==> src/rtl/wimax_pkg.sv <==
// Shared types and constants for the BPSK rate-1/2 OFDM transmit sequencer.
package wimax_pkg;

    localparam int unsigned BPSK_SYM_BITS  = 96;
    localparam int unsigned CONV_TAIL_BITS = 8;
    localparam int unsigned CODED_SYM_BITS = 2 * BPSK_SYM_BITS;

    typedef enum logic [1:0] {
        IDLE,
        DATA,
        TAIL,
        WAIT_IFFT
    } tx_state_t;

endpackage

==> src/rtl/wimax_sym_counter.sv <==
// Bit-within-symbol and symbols-remaining counters with the data limit,
// last-symbol and symbol-full flags the sequencer FSM steers on.
module wimax_sym_counter
    import wimax_pkg::*;
#(
    parameter int unsigned SYM_BITS  = BPSK_SYM_BITS,
    parameter int unsigned TAIL_BITS = CONV_TAIL_BITS,
    parameter int unsigned LEN_W     = 8
) (
    input  logic             clk,
    input  logic             reset,
    input  logic             load,
    input  logic [LEN_W-1:0] len,
    input  logic             inc,
    input  logic             sym_next,
    output logic             last_c,
    output logic             limit_c,
    output logic             full_c
);

    localparam int unsigned CNT_W = $clog2(SYM_BITS + 1);
    localparam logic [CNT_W-1:0] FULL_IDX = CNT_W'(SYM_BITS - 1);
    localparam logic [CNT_W-1:0] LAST_IDX = CNT_W'(SYM_BITS - TAIL_BITS - 1);

    logic [CNT_W-1:0] bit_cnt;
    logic [LEN_W-1:0] sym_rem;

    // Load beats symbol advance beats increment; the limit compare is on the
    // pre-increment value so bit_cnt tops out at SYM_BITS and never wraps.
    always_ff @(posedge clk) begin
        if (reset) begin
            bit_cnt <= '0;
            sym_rem <= '0;
        end else if (load) begin
            bit_cnt <= '0;
            sym_rem <= len;
        end else if (sym_next) begin
            bit_cnt <= '0;
            sym_rem <= sym_rem - LEN_W'(1);
        end else if (inc) begin
            bit_cnt <= bit_cnt + CNT_W'(1);
        end
    end

    assign last_c  = (sym_rem == LEN_W'(1));
    assign limit_c = (bit_cnt == (last_c ? LAST_IDX : FULL_IDX));
    assign full_c  = (bit_cnt == FULL_IDX);

endmodule

==> src/rtl/wimax_tx_sequencer.sv <==
// Burst/symbol sequencer: gates MAC bits into OFDM symbols, reloads the
// randomizer per burst, appends coder tail bits and paces IFFT starts.
module wimax_tx_sequencer
    import wimax_pkg::*;
#(
    parameter int unsigned SYM_BITS  = BPSK_SYM_BITS,
    parameter int unsigned TAIL_BITS = CONV_TAIL_BITS,
    parameter int unsigned LEN_W     = 8
) (
    input  logic             clk,
    input  logic             reset,
    input  logic             burst_start,
    input  logic [LEN_W-1:0] burst_len,
    input  logic             i,
    input  logic             i_valid,
    output logic             i_ready,
    output logic             rnd_init,
    output logic             enc_bit,
    output logic             enc_valid,
    output logic             enc_tail,
    output logic             enc_sym_end,
    input  logic             ifft_ready,
    output logic             ifft_start,
    output logic             busy,
    output logic             burst_done
);

    tx_state_t state, state_nx;

    logic cnt_load, cnt_inc, cnt_sym_next;
    logic last_c, limit_c, full_c;

    logic rnd_init_nx, enc_bit_nx, enc_valid_nx, enc_tail_nx, enc_sym_end_nx;
    logic ifft_start_nx, burst_done_nx;

    wimax_sym_counter #(
        .SYM_BITS  (SYM_BITS),
        .TAIL_BITS (TAIL_BITS),
        .LEN_W     (LEN_W)
    ) u_cnt (
        .clk      (clk),
        .reset    (reset),
        .load     (cnt_load),
        .len      (burst_len),
        .inc      (cnt_inc),
        .sym_next (cnt_sym_next),
        .last_c   (last_c),
        .limit_c  (limit_c),
        .full_c   (full_c)
    );

    // Next-state, counter control and next registered output values.
    always_comb begin
        state_nx       = state;
        cnt_load       = 1'b0;
        cnt_inc        = 1'b0;
        cnt_sym_next   = 1'b0;
        rnd_init_nx    = 1'b0;
        enc_bit_nx     = 1'b0;
        enc_valid_nx   = 1'b0;
        enc_tail_nx    = 1'b0;
        enc_sym_end_nx = 1'b0;
        ifft_start_nx  = 1'b0;
        burst_done_nx  = 1'b0;

        case (state)
            IDLE: begin
                if (burst_start && (burst_len != '0)) begin
                    cnt_load    = 1'b1;
                    rnd_init_nx = 1'b1;
                    state_nx    = DATA;
                end
            end
            DATA: begin
                if (i_valid && i_ready) begin
                    cnt_inc      = 1'b1;
                    enc_bit_nx   = i;
                    enc_valid_nx = 1'b1;
                    if (limit_c) begin
                        if (last_c) begin
                            state_nx = TAIL;
                        end else begin
                            enc_sym_end_nx = 1'b1;
                            state_nx       = WAIT_IFFT;
                        end
                    end
                end
            end
            TAIL: begin
                cnt_inc      = 1'b1;
                enc_valid_nx = 1'b1;
                enc_tail_nx  = 1'b1;
                if (full_c) begin
                    enc_sym_end_nx = 1'b1;
                    state_nx       = WAIT_IFFT;
                end
            end
            WAIT_IFFT: begin
                if (ifft_ready) begin
                    cnt_sym_next  = 1'b1;
                    ifft_start_nx = 1'b1;
                    if (last_c) begin
                        burst_done_nx = 1'b1;
                        state_nx      = IDLE;
                    end else begin
                        state_nx = DATA;
                    end
                end
            end
            default: state_nx = IDLE;
        endcase
    end

    // i_ready and busy follow the registered next state, never i_valid.
    always_ff @(posedge clk) begin
        if (reset) begin
            state       <= IDLE;
            i_ready     <= 1'b0;
            busy        <= 1'b0;
            rnd_init    <= 1'b0;
            enc_bit     <= 1'b0;
            enc_valid   <= 1'b0;
            enc_tail    <= 1'b0;
            enc_sym_end <= 1'b0;
            ifft_start  <= 1'b0;
            burst_done  <= 1'b0;
        end else begin
            state       <= state_nx;
            i_ready     <= (state_nx == DATA);
            busy        <= (state_nx != IDLE);
            rnd_init    <= rnd_init_nx;
            enc_bit     <= enc_bit_nx;
            enc_valid   <= enc_valid_nx;
            enc_tail    <= enc_tail_nx;
            enc_sym_end <= enc_sym_end_nx;
            ifft_start  <= ifft_start_nx;
            burst_done  <= burst_done_nx;
        end
    end

endmodule

==> config.mk <==
export PLATFORM = sky130hd
export DESIGN_NAME = wimax_tx_sequencer
export DESIGN_NICKNAME = d
export VERILOG_FILES = /design/src/rtl/wimax_pkg.sv /design/src/rtl/wimax_sym_counter.sv /design/src/rtl/wimax_tx_sequencer.sv
export SDC_FILE = /design/constraint.sdc
export NUM_CORES = 1
export LEC_CHECK = 0
export BUFFER_PORTS_ARGS = -buffer_cell sky130_fd_sc_hd__buf_4
export CAP_MARGIN = 20
export CORE_UTILIZATION = 36
export CTS_CLUSTER_DIAMETER = 60
export DETAILED_ROUTE_END_ITERATION = 8
export HOLD_SLACK_MARGIN = 0.05
export PLACE_DENSITY = 0.54
export SETUP_SLACK_MARGIN = 0.02
export SLEW_MARGIN = 40
export SYNTH_ARGS = -nofsm -noshare
export SYNTH_HDL_FRONTEND = slang
export SYNTH_SLANG_ARGS = --single-unit
==> constraint.sdc <==
create_clock -name clk -period 2.4 [get_ports clk]
set_clock_uncertainty 0.15 [all_clocks]
set_input_delay 0.12 -clock clk [delete_from_list [all_inputs] [get_ports clk]]
set_output_delay 0.12 -clock clk [all_outputs]
set_load 0.005 [all_outputs]
# Word level (Yosys, flattened, before mapping)
# Cells that the tools add are included.
# op_classes
n_addsub,2
mul,0
n_div,0
n_lt_le_gt_ge,0
n_eq_ne,7
shift,0
n_mux,24
bitwise_logic,4
reduce_logical,9
# ops
op,n
$mux 8,2
$mux 1,13
$mux 2,5
$reduce_or 3->1,3
$eq 8x1->1 const B,1
$pmux 2 s4,1
$reduce_bool 8->1,1
$sub 8x1->8 const B,1
$add 7x1->7 const B,1
$eq 7x7->1,1
$eq 7x7->1 const B,1
$eq 2x1->1 const B,2
$eq 2x2->1 const B,2
$mux 4,1
$not 1->1,4
$pmux 1 s2,2
$reduce_bool 2->1,2
$logic_and 1x1->1,2
$logic_not 2->1,1
# word_totals
reg_bits,26
latchBits,0
ram_bits,0
romBits,0
elab_cells,58
memories,0

# Depth between registers and ports, before layout
# Gate-level depths: netlist of run 1.
# depth
ltp_word,7
depth_mapped,7
depth_no_buf,7

# Hierarchy
# From an unflattened synthesis of run 1, not the netlist that was laid out.
# unflattened
cells_unflattened,156
area_unflattened_um2,1365.1
# modules_own_cells
mod,n_inst,cells_per_inst,area_per_inst_um2,seq_area_each_um2
wimax_sym_counter,1,98,807.0,300.3
wimax_tx_sequencer,1,58,558.0,220.2

# Worst setup path after synthesis of run 1
# OpenSTA, ideal clock, no wires.
# synth_path
path_kind,register to register
startpoint,reg u_cnt.sym_rem[1]
endpoint,reg busy
setup_time_ns,0.128
t_arrival_ns,1.538
setup_slack_ns,0.584
path_stages_with_launch,8
path_buffers,0
synth_period_minus_slack_ns,1.816
cell_sequence,dfxtp_1 inv_1 ha_1 or3b_2 nor4_2 a211o_1 a311o_2 o21ai_1
# synth_between
elab_chain_len,7
word_cells_on_any_way,10
cone_classes,eq/ne: 2; mux: 7; reduce/logical: 1
# synth_rtl
item,line_no,text
start: declaration,wimax_sym_counter.sv:26,logic [LEN_W-1:0] sym_rem;
start signal: assignment,wimax_sym_counter.sv:36,sym_rem <= len;
start signal: assignment,wimax_sym_counter.sv:39,sym_rem <= sym_rem - LEN_W'(1);
$eq 8x1->1 *,wimax_sym_counter.sv:45,assign last_c = (sym_rem == LEN_W'(1));
$mux 4,wimax_sym_counter.sv:46,assign limit_c = (bit_cnt == (last_c ? LAST_IDX : FULL_IDX));
$eq 7x7->1,wimax_sym_counter.sv:46,
$mux 2,wimax_tx_sequencer.sv:79,if (limit_c) begin
$mux 2,wimax_tx_sequencer.sv:75,if (i_valid && i_ready) begin
$pmux 2 s4 *,wimax_tx_sequencer.sv:66,case (state)
$reduce_bool 2->1 *,wimax_tx_sequencer.sv:130,busy <= (state_nx != IDLE);
end signal: assignment,wimax_tx_sequencer.sv:130,
end: declaration,wimax_tx_sequencer.sv:24,"output logic busy,"
# Mark *: on every way between the ends. The rest lies on a longest branch, timed or not.
# A chain may end at the register's enable or synchronous reset.

# Final worst setup path of run 1
# layout_path
startpoint,in burst_len[0]
endpoint,reg u_cnt.sym_rem[1]
# layout_between
elab_chain_len,5
word_cells_on_any_way,6
cone_classes,mux: 3; reduce/logical: 3
# layout_rtl
item,line_no,text
start: declaration,wimax_tx_sequencer.sv:13,"input logic [LEN_W-1:0] burst_len,"
$reduce_bool 8->1 *,wimax_tx_sequencer.sv:68,if (burst_start && (burst_len != '0)) begin
$logic_and 1x1->1 *,wimax_tx_sequencer.sv:68,
$mux 1 *,wimax_tx_sequencer.sv:68,
$mux 1 *,wimax_tx_sequencer.sv:66,
$mux 8 or $reduce_bool 2->1 (tied branches),n/a,
# Marks and branches as above.

==> results of run 1 <==
[per-layer routing]
layer | up-vias | wire (µm) | share of wire [%]
met5 | - | 0 | 0
met4 | 0 | 18 | 0.61
met3 | 2 | 128 | 4.3
met2 | 26 | 1400 | 47
met1 | 530 | 1420 | 48
li1 | 602 | - | -
[synth_stat cells, types with 2 or more instances]
library cell and count:
a211oi_1 8, a21oi_1 5, and2_1 2, and3_1 3
buf_2 2, clkbuf_1 2, dfxtp_1 26, ha_1 8
inv_1 6, nand2_1 12, nand3_1 6, nor2_1 20
nor2b_1 3, nor3_1 5, nor3b_1 4, nor4_1 4
o21a_1 2, o21ai_0 3, xnor2_1 8, xor2_1 4
[power by group through the flow]
stage	sequential (mW)	combinational, mW	clock (mW)
floorplan	0.481	0.0848	0
CTS	0.476	0.150	0.251
global route	0.480	0.165	0.270
finish	0.476	0.150	0.245
global placement	0.485	0.130	0
detailed placement	0.486	0.132	0
[kinds of logic after synthesis]
kind of cell / synth area share (%)
simple gates: 28.1
fa+ha+maj: 7.52
compound gates: 14.1
xor+xnor: 7.89
flops: 39.1
buf+inv: 3.29
[registers in the layout (all words and copies together), names as in the netlist]
signal and flops:
burst_done 1, busy 1, enc_bit 1, enc_sym_end 1, enc_tail 1, enc_valid 1, i_ready 1, ifft_start 1
rnd_init 1, state 2, u_cnt.bit_cnt 7, u_cnt.sym_rem 8
[critical path, delay by kind of cell]
kind	cells	cell delay, ns
AND/OR/NAND/NOR	2	0.32
buffers and inverters	3	1.20
AO/OA/AOI/OAI	3	0.64
[stage by stage]
stage | hold WS (ns) | power [mW] | instance area, µm² | instances | utilization (%)
floorplan | 0.108 | 0.566 | 1330 | 151 | -
global route | 0.368 | 0.915 | 1730 | 233 | 50.3
CTS | 0.326 | 0.876 | 1730 | 233 | 50.2
finish | 0.324 | 0.871 | 1730 | 233 | 50.3
detailed placement | 0.256 | 0.617 | 1550 | 216 | 45.0
global placement | 0.247 | 0.615 | 1550 | 216 | 45.0
[final timing paths]
| kind | cells past startpoint | end | slack, ns | from |
|---|---|---|---|---|
| hold / removal | 4 | enc_valid$_SDFF_PP0_ | 0.32 | i_valid |
| hold reg to reg | 2 | u_cnt.bit_cnt[1]$_SDFFE_PP0P_ | 0.34 | u_cnt.bit_cnt[1]$_SDFFE_PP0P_ |
| setup / recovery | 8 | u_cnt.sym_rem[1]$_SDFFE_PP0P_ | 0.14 | burst_len[0] |
| setup reg to reg | 6 | u_cnt.sym_rem[1]$_SDFFE_PP0P_ | 0.16 | state[0]$_SDFF_PP0_ |
[final cells by class]
class,count,share of cell area (%)
Tap cell,46,3.32
Multi-Input combinational cell,114,44.4
Timing Repair Buffer,38,18.5
Clock buffer,3,2.38
Sequential cell,26,30.1
Inverter,6,1.30
[repair_timing]
action | CTS | global route
hold buffers | 14 | 0
setup endpoints to repair | 0 | 1
hold endpoints to repair | 14 | 0
resized for setup | 0 | 2
==> flow_metrics.tcl, run 1 <==
set metrics [dict create \
    status "completed" \
    yosys.area.top_type_share_pct 39.1 \
    post-cts-setup-buffers 0 \
    crit_chain "dlygate4sd3_1 -> buf_4 -> nor4_1 -> a21boi_0 -> nand2_2 -> o211ai_1 -> a21oi_1 -> dlygate4sd3_1" \
    rsz0062_at_grt "no" \
    drtPass1Iterations 4 \
    die_x_um 62.8 \
    synth_area_mm2 0.00133 \
    drt-initial-drc-count 33 \
    ir_worst_vdd_uv 285 \
    n_antenna_cell 0 \
    setup_slack_ns 0.143 \
    critPathRequiredTime_ns 2.41 \
    synth_cell_types 38 \
    met1_usage_pct 20.6 \
    synth_edf_count 0 \
    ant_nets 0 \
    use_met3_pct 4.01 \
    intPower_uw 645 \
    slowest_delay_ns 0.56 \
    grt_pass1_vias 1135 \
    synth_fp_nets 173 \
    synthArstFlopShare_pct 0 \
    leakagePower_nw 0.678 \
    min_path_type "in2reg" \
    core_mm2 0.00344 \
    antenna_found_initial 0 \
    io_pins 23 \
    synth_seq_cells 26 \
    seq_power_share_pct 54.7 \
    met2_usage_pct 25.8 \
    drv_cap 0 \
    p_per_area_mw_per_mm2 503 \
    yosys_warnings 0 \
    via_per_inst 4.98 \
    clockBufferDepth 2 \
    dp_worst_setup_slack_ns 0.424 \
    cpMaxStageDelayCell "dlygate4sd3_1" \
    fin_crit_ns 2.26 \
    relSlewSlack_pct 66.6 \
    grt_util_all_layers_pct 15.6 \
    clockPowerShare_pct 28.2 \
    ys_seq_area_share_pct 39.1 \
    cts_buffers 3 \
    layout_common_cells "dfxtp_1 (25), buf_4 (24), nor2_1 (20)" \
    fillers 349 \
    switchingPower_uw 226 \
    cp_common_cell "dlygate4sd3_1" \
    final_max_slew_viol_count 0 \
    nNetsFinal 211 \
    initial_utilization_pct 38.7 \
    combPwrFrac_pct 17.2 \
    drc 0 \
    drt-total-wl_mm 2.97 \
    max_freq_mhz 443 \
    ys_top_cells_by_area "dfxtp_1 (39%), ha_1 (7.5%), nor2_1 (5.6%)" \
    grt_overflow 0 \
    grt_max_degree 20 \
    h-tree-depth 1 \
    synthCells 151 \
    rows 21 \
    die_area_mm2 0.00395 \
    cts-root-buf "clkbuf_8" \
    multi_input_area_um2 769 \
    syn_avg_cell_area_um2 8.82 \
    gp_congestion 0.755 \
    final_common_cell "dfxtp_1" \
    finalHoldViolations 0 \
    hpwl_mm 2.16 \
    crit_fanout 13 \
    setup_tns_ns 0 \
    endpoint_kind "register" \
    path_class "in2reg" \
    grt_pass1_wl_mm 4.97 \
    numPortBuffers 22 \
    switching_share_pct 26.0 \
    synth_ff_type "dfxtp_1" \
    cts.sinks 26 \
    finalSetupViolations 0 \
    busiest_layer "met2" \
    arrival_ns 2.27 \
    wl_per_cell_um 12.8 \
    yosysTopAreaCell "dfxtp_1" \
    clock_latency_ns 0.27 \
    cts_tree "done" \
    worstMarginPinSlew_ns 0.496 \
    route.vias.total 1160 \
    start_kind "input port" \
    clk_pin_slew_ns 0.09 \
    min_period_over_period_pct 94.1 \
    synthToLayoutAreaGrowth_pct 30.2 \
    die_h_um 62.8 \
    seqCellArea_um2 522 \
    post_route_cells_drive_above_1_share_pct 19.8 \
]
No activity file was read; power rests on OpenSTA's default activity.
==> run 2, diff against run 1 <==
--- a/config.mk
+++ b/config.mk
@@ -16,4 +16,5 @@
 export SLEW_MARGIN = 40
 export SYNTH_ARGS = -nofsm -noshare
 export SYNTH_HDL_FRONTEND = slang
+export SYNTH_HIERARCHICAL = 1
 export SYNTH_SLANG_ARGS = --single-unit
==> run 2 against run 1 <==
Against the previous run: non-clock buffer count decreased by 1; global-route usage increased by 1.0 points; clock-buffer cell count unchanged; first-iteration DRC count increased by 150%.
==> flow_metrics.tcl, run 2 <==
set metrics [dict create \
    endpoint_kind "register" \
    synth_ff_type "dfxtp_1" \
    top_register "u_cnt/sym_rem" \
    rsz0062_at_grt "no" \
    route.vias.total 1266 \
    clock_latency_ns 0.27 \
    final_area_mm2 0.00179 \
    clockBufferDepth 2 \
    cts-root-buf "clkbuf_8" \
    ys_seq_area_share_pct 38.1 \
    synth_seq_cells 26 \
    core_mm2 0.00366 \
    ant_nets 0 \
    path_class "in2reg" \
    cts.sinks 26 \
    drtPass1Iterations 4 \
    final_common_cell "dfxtp_1" \
    io_pins 23 \
    die_area_mm2 0.00404 \
    holdPathStages 3 \
    placement.cell_area_mm2 0.00158 \
    min_period_over_period_pct 93.7 \
    reg_top3 "u_cnt/sym_rem x8, u_cnt/bit_cnt x7, state x2" \
    via_per_inst 5.30 \
    relSlewSlack_pct 72.5 \
    finalSetupViolations 0 \
    cts_tree "done" \
    ir_worst_vdd_uv 304 \
    yosys.area.top_type_share_pct 38.1 \
    synthToLayoutAreaGrowth_pct 31.4 \
    p_per_area_mw_per_mm2 554 \
    syn_avg_cell_area_um2 8.75 \
    status "completed" \
    layout_common_cells "dfxtp_1 (26), buf_4 (24), nor2_1 (18)" \
    worstMarginPinSlew_ns 0.410 \
    synth_fp_nets 178 \
    drt-total-wl_mm 3.00 \
    p_total_uw 993 \
    arrival_ns 2.30 \
    synth_cell_types 45 \
    wl_per_cell_um 12.5 \
    synthArstFlopShare_pct 0 \
    clk_pin_slew_ns 0.09 \
    utilization_pct 49.0 \
    grt_overflow 0 \
    nNetsFinal 214 \
    fin_crit_ns 2.25 \
    gp_congestion 0.808 \
    r2r_cells 8 \
    initial_utilization_pct 37.3 \
    post_route_cells_drive_above_1_share_pct 22.0 \
    synth_edf_count 0 \
    post-cts-setup-buffers 0 \
    drv_cap 0 \
    synth_area_mm2 0.00137 \
    fin_hold_ws_ns 0.159 \
    final_max_slew_viol_count 0 \
    numPortBuffers 22 \
    grt_pass1_wl_mm 5.39 \
    die_h_um 63.6 \
    antenna_found_initial 0 \
    drc 0 \
    critPathRequiredTime_ns 2.46 \
    fillers 376 \
    synthCells 156 \
    largest_reg_flops 8 \
    setup_tns_ns 0 \
    min_path_type "in2reg" \
    hpwl_mm 2.19 \
    drt-initial-drc-count 82 \
    finalHoldViolations 0 \
    start_kind "input port" \
    synth_commonest_cells "dfxtp_1 (26), nor2_1 (19), inv_1 (10)" \
    ys_top_cells_by_area "dfxtp_1 (38%), ha_1 (7.3%), nor2_1 (5.2%)" \
    n_antenna_cell 0 \
    yosysTopAreaCell "dfxtp_1" \
    rows 22 \
    die_x_um 63.6 \
    grt_util_all_layers_pct 16.6 \
    h-tree-depth 1 \
    cts_buffers 3 \
    grt_pass1_vias 1261 \
    grt_max_degree 21 \
    leakagePower_nw 0.706 \
    yosysMostFrequentCell "dfxtp_1" \
    max_freq_mhz 445 \
    crit_fanout 8 \
    yosys_warnings 6 \
]
==> run 2: cell types whose count changed after synthesis, moves of 3 or more <==
cell | previous run | this run
nand2_1 | 12 | 7
nand3_1 | 6 | 2
nand4_1 | 1 | 6
xnor2_1 | 8 | 3
inv_1 | 6 | 10
a311oi_1 | 0 | 4
clkbuf_1 | 2 | 5
or3_1 | 1 | 4
a211oi_1 | 8 | 2
nor4_1 | 4 | 1
==> run 2: final timing paths <==
check,to,slack (ns),from
max,u_cnt/bit_cnt[5]$_SDFFE_PP0P_,0.15,burst_len[5]
max reg2reg,i_ready$_SDFF_PP0_,0.27,u_cnt/bit_cnt[0]$_SDFFE_PP0P_
min reg2reg,u_cnt/bit_cnt[6]$_SDFFE_PP0P_,0.35,u_cnt/bit_cnt[6]$_SDFFE_PP0P_
min,enc_bit$_SDFF_PP0_,0.16,i_valid
==> run 2: worst max-delay path: stages <==
cell and delay (ns):
dlygate4sd3_1 0.56, buf_4 0.15, or4_4 0.56, o21ai_4 0.22, nor2_2 0.12, or3_4 0.45, a21oi_1 0.13
==> run 2: cell type report <==
| cell class | instances | area, µm² | area share, % |
|---|---|---|---|
| repair buffers | 37 | 310 | 17.3 |
| flip-flops and latches | 26 | 520 | 29.0 |
| well taps | 48 | 60.1 | 3.35 |
| inverters | 11 | 41.3 | 2.30 |
| multi-input cells | 113 | 791 | 44.1 |
| clock inverters | 1 | 30.0 | 1.67 |
| clock buffers | 3 | 41.3 | 2.30 |
==> run 2: kinds of logic (layout without fill, tap and decap cells) <==
logic type	after synthesis	after routing	share of synthesized area, %
AO/OA/AOI/OAI	32	32	18.0
multiplexers	2	2	1.47
flip-flops	26	26	38.1
adder cells (fa/ha/maj)	8	8	7.33
XOR/XNOR	7	7	4.49
AND/OR/NAND/NOR	64	64	25.8
buffers and inverters	17	52	4.77
==> run 2: repair_timing <==
item | in CTS | in global routing
setup endpoints to repair | 0 | 9
resized for setup | 0 | 4
hold buffers | 13 | 0
endpoints found under the hold margin | 18 | 0
==> run 2: per-layer routing <==
layer  global-route usage [%]  vias to the layer above  routed length [µm]
li1                         -                      632                   -
met1                     19.7                      603                1360
met2                     29.9                       27                1510
met3                     1.81                        4                  87
met4                     6.82                        0                  40
met5                        0                        -                   0
==> run 2: power by group <==
part / total [mW] / internal (mW) / switching, mW
logic: 0.158 / 0.0827 / 0.0750
registers: 0.472 / 0.450 / 0.0217
clock network: 0.364 / 0.223 / 0.141
==> run 2: stage by stage <==
stage               worst slack, ns  instances
floorplan                     0.315        156
global placement              0.276        222
detailed placement            0.231        222
CTS                          0.0476        239
global route                 0.0374        239
finish                        0.152        239
==> run 3, diff against run 2 <==
--- a/config.mk
+++ b/config.mk
@@ -5,13 +5,14 @@
 export SDC_FILE = /design/constraint.sdc
 export NUM_CORES = 1
 export LEC_CHECK = 0
-export BUFFER_PORTS_ARGS = -buffer_cell sky130_fd_sc_hd__buf_4
 export CAP_MARGIN = 20
+export CORE_MARGIN = 3
 export CORE_UTILIZATION = 36
 export CTS_CLUSTER_DIAMETER = 60
 export DETAILED_ROUTE_END_ITERATION = 8
+export DONT_BUFFER_PORTS = 1
 export HOLD_SLACK_MARGIN = 0.05
-export PLACE_DENSITY = 0.54
+export PLACE_DENSITY = 0.49
 export SETUP_SLACK_MARGIN = 0.02
 export SLEW_MARGIN = 40
 export SYNTH_ARGS = -nofsm -noshare
==> run 3 against run 2 <==
Against the previous run: clock power is 34% lower; worst setup slack better by 0.043 ns; core utilization is 3.4 points lower; sequential power hardly changed; critical path depth is 1 higher; sequential share of layout area is 3.6 points higher; combinational power is 16% lower; clock-buffer cell count stayed put; via count is 8.5% lower; cell area is 11% lower; total power is 15% lower; critical path type is now reg2reg.
==> flow_metrics.tcl, run 3 (same netlist as run 2, synthesis figures left out) <==
set metrics [dict create \
    cts-root-buf "clkbuf_8" \
    io_pins 23 \
    slowest_delay_ns 0.38 \
    leakagePower_nw 0.576 \
    cts.sinks 26 \
    fillers 360 \
    grt_overflow 0 \
    status "completed" \
    r2r_cells 8 \
    critPathRequiredTime_ns 2.46 \
    crit_chain "ha_1 -> nand4_1 -> or2_2 -> a21oi_1 -> and3_1 -> o211ai_1 -> a221oi_2 -> and2_1" \
    min_period_over_period_pct 91.9 \
    dp_worst_setup_slack_ns 0.169 \
    drt-total-wl_mm 2.92 \
    layout_common_cells "dfxtp_1 (26), nor2_1 (19), dlygate4sd3_1 (14)" \
    core_mm2 0.00349 \
    rows 21 \
    switchingPower_uw 221 \
    cts_tree "done" \
    clk_pin_slew_ns 0.09 \
    seq_power_share_pct 55.8 \
    arrival_ns 2.27 \
    dp.cells 198 \
    h-tree-depth 1 \
    drv_cap 0 \
    die_area_mm2 0.00457 \
    reg2reg_slack_ns 0.20 \
    path_class "reg2reg" \
    cts_buffers 3 \
    die_h_um 67.6 \
    intPower_uw 628 \
    start_kind "register" \
    post_route_cells_drive_above_1_share_pct 9.47 \
    combPwrFrac_pct 15.7 \
    drt-initial-drc-count 39 \
    relSlewSlack_pct 48.2 \
    switching_share_pct 26.0 \
    post-cts-setup-buffers 0 \
    worstMarginPinSlew_ns 0.775 \
    endpoint_kind "register" \
    die_x_um 67.6 \
    drtPass1Iterations 4 \
    p_total_uw 849 \
    hpwl_mm 2.19 \
    fin_crit_ns 2.20 \
    top_register "u_cnt/sym_rem" \
    grt_max_degree 21 \
    synthToLayoutAreaGrowth_pct 16.9 \
    min_path_type "in2reg" \
    wl_per_cell_um 13.6 \
    gp_congestion 0.803 \
    crit_fanout 4 \
    seqCellArea_um2 520 \
    n_antenna_cell 0 \
    final_max_slew_viol_count 0 \
    setup_tns_ns 0 \
    multi_input_area_um2 779 \
    ir_worst_vdd_uv 338 \
    ant_nets 0 \
    via_per_inst 5.39 \
    p_per_area_mw_per_mm2 532 \
    layoutNonFillerInstCount 215 \
    clockBufferDepth 2 \
    numPortBuffers 0 \
    antenna_found_initial 0 \
    initial_utilization_pct 39.1 \
    holdPathStages 3 \
    largest_reg_flops 8 \
    clock_latency_ns 0.26 \
    rsz0062_at_grt "no" \
    cpMaxStageDelayCell "dfxtp_1" \
    finalHoldViolations 0 \
    grt_pass1_vias 1116 \
    nNetsFinal 193 \
    clockPowerShare_pct 28.5 \
    max_freq_mhz 454 \
    grt_util_all_layers_pct 14.1 \
    finalSetupViolations 0 \
    grt_pass1_wl_mm 4.91 \
    drc 0 \
    final_common_cell "dfxtp_1" \
    setup_slack_ns 0.195 \
    reg_top3 "u_cnt/sym_rem x8, u_cnt/bit_cnt x7, state x2" \
    route.vias.total 1159 \
]
[run 3: layer usage]
| metal | vias to the layer above | part of all wire [%] | global-route usage (%) |
|---|---|---|---|
| met3 | 2 | 5.3 | 4.49 |
| met4 | 0 | 0.62 | 3.54 |
| met2 | 22 | 46 | 23.8 |
| met1 | 548 | 48 | 17.3 |
| li1 | 587 | - | - |
| met5 | - | 0 | 0 |
[run 3: through the flow]
stage,area (µm²),utilization [%],hold slack [ns]
after global placement,1410,40.5,0.0438
after CTS,1600,45.6,0.0619
final,1600,45.6,0.0590
after detailed placement,1410,40.5,0.0451
after floorplan,1370,-,0.115
after global routing,1600,45.6,0.0723
[run 3: power groups by stage]
stage / clock [mW] / combinational [mW] / sequential, mW
2_1_floorplan: 0 / 0.0881 / 0.477
3_3_place_gp: 0 / 0.106 / 0.482
3_5_place_dp: 0 / 0.107 / 0.483
4_1_cts: 0.252 / 0.133 / 0.473
5_1_grt: 0.283 / 0.146 / 0.478
6_report: 0.242 / 0.133 / 0.474
[run 3: area by class of cell]
| cell class | instances | area share, % |
|---|---|---|
| sequential | 26 | 32.6 |
| clock buffer | 3 | 2.59 |
| inverter | 11 | 2.59 |
| multi-input combinational | 113 | 48.9 |
| timing repair buffer | 16 | 9.73 |
| tap | 46 | 3.61 |
[run 3: path summary, 6_finish.rpt]
| path | from | end |
|---|---|---|
| setup reg to reg | u_cnt/bit_cnt[0]$_SDFFE_PP0P_ | i_ready$_SDFF_PP0_ |
| setup / recovery | u_cnt/bit_cnt[0]$_SDFFE_PP0P_ | i_ready$_SDFF_PP0_ |
| hold reg to reg | u_cnt/bit_cnt[6]$_SDFFE_PP0P_ | u_cnt/bit_cnt[6]$_SDFFE_PP0P_ |
| hold / removal | burst_len[6] | rnd_init$_SDFF_PP0_ |
[run 3: worst max-delay path: cells and delay by family (launching register included)]
family,cells,cell delay [ns]
adders and majority gates,1,0.23
DFF,1,0.38
and+or+nand+nor,4,0.76
AOI/OAI and AO/OA,3,0.64
[run 3: timing repair]
action / 4_1_cts / 5_1_grt
endpoints found under the hold margin: 26 / 0
resized for setup: 0 / 1
setup endpoints to repair: 0 / 1
hold buffers: 14 / 0
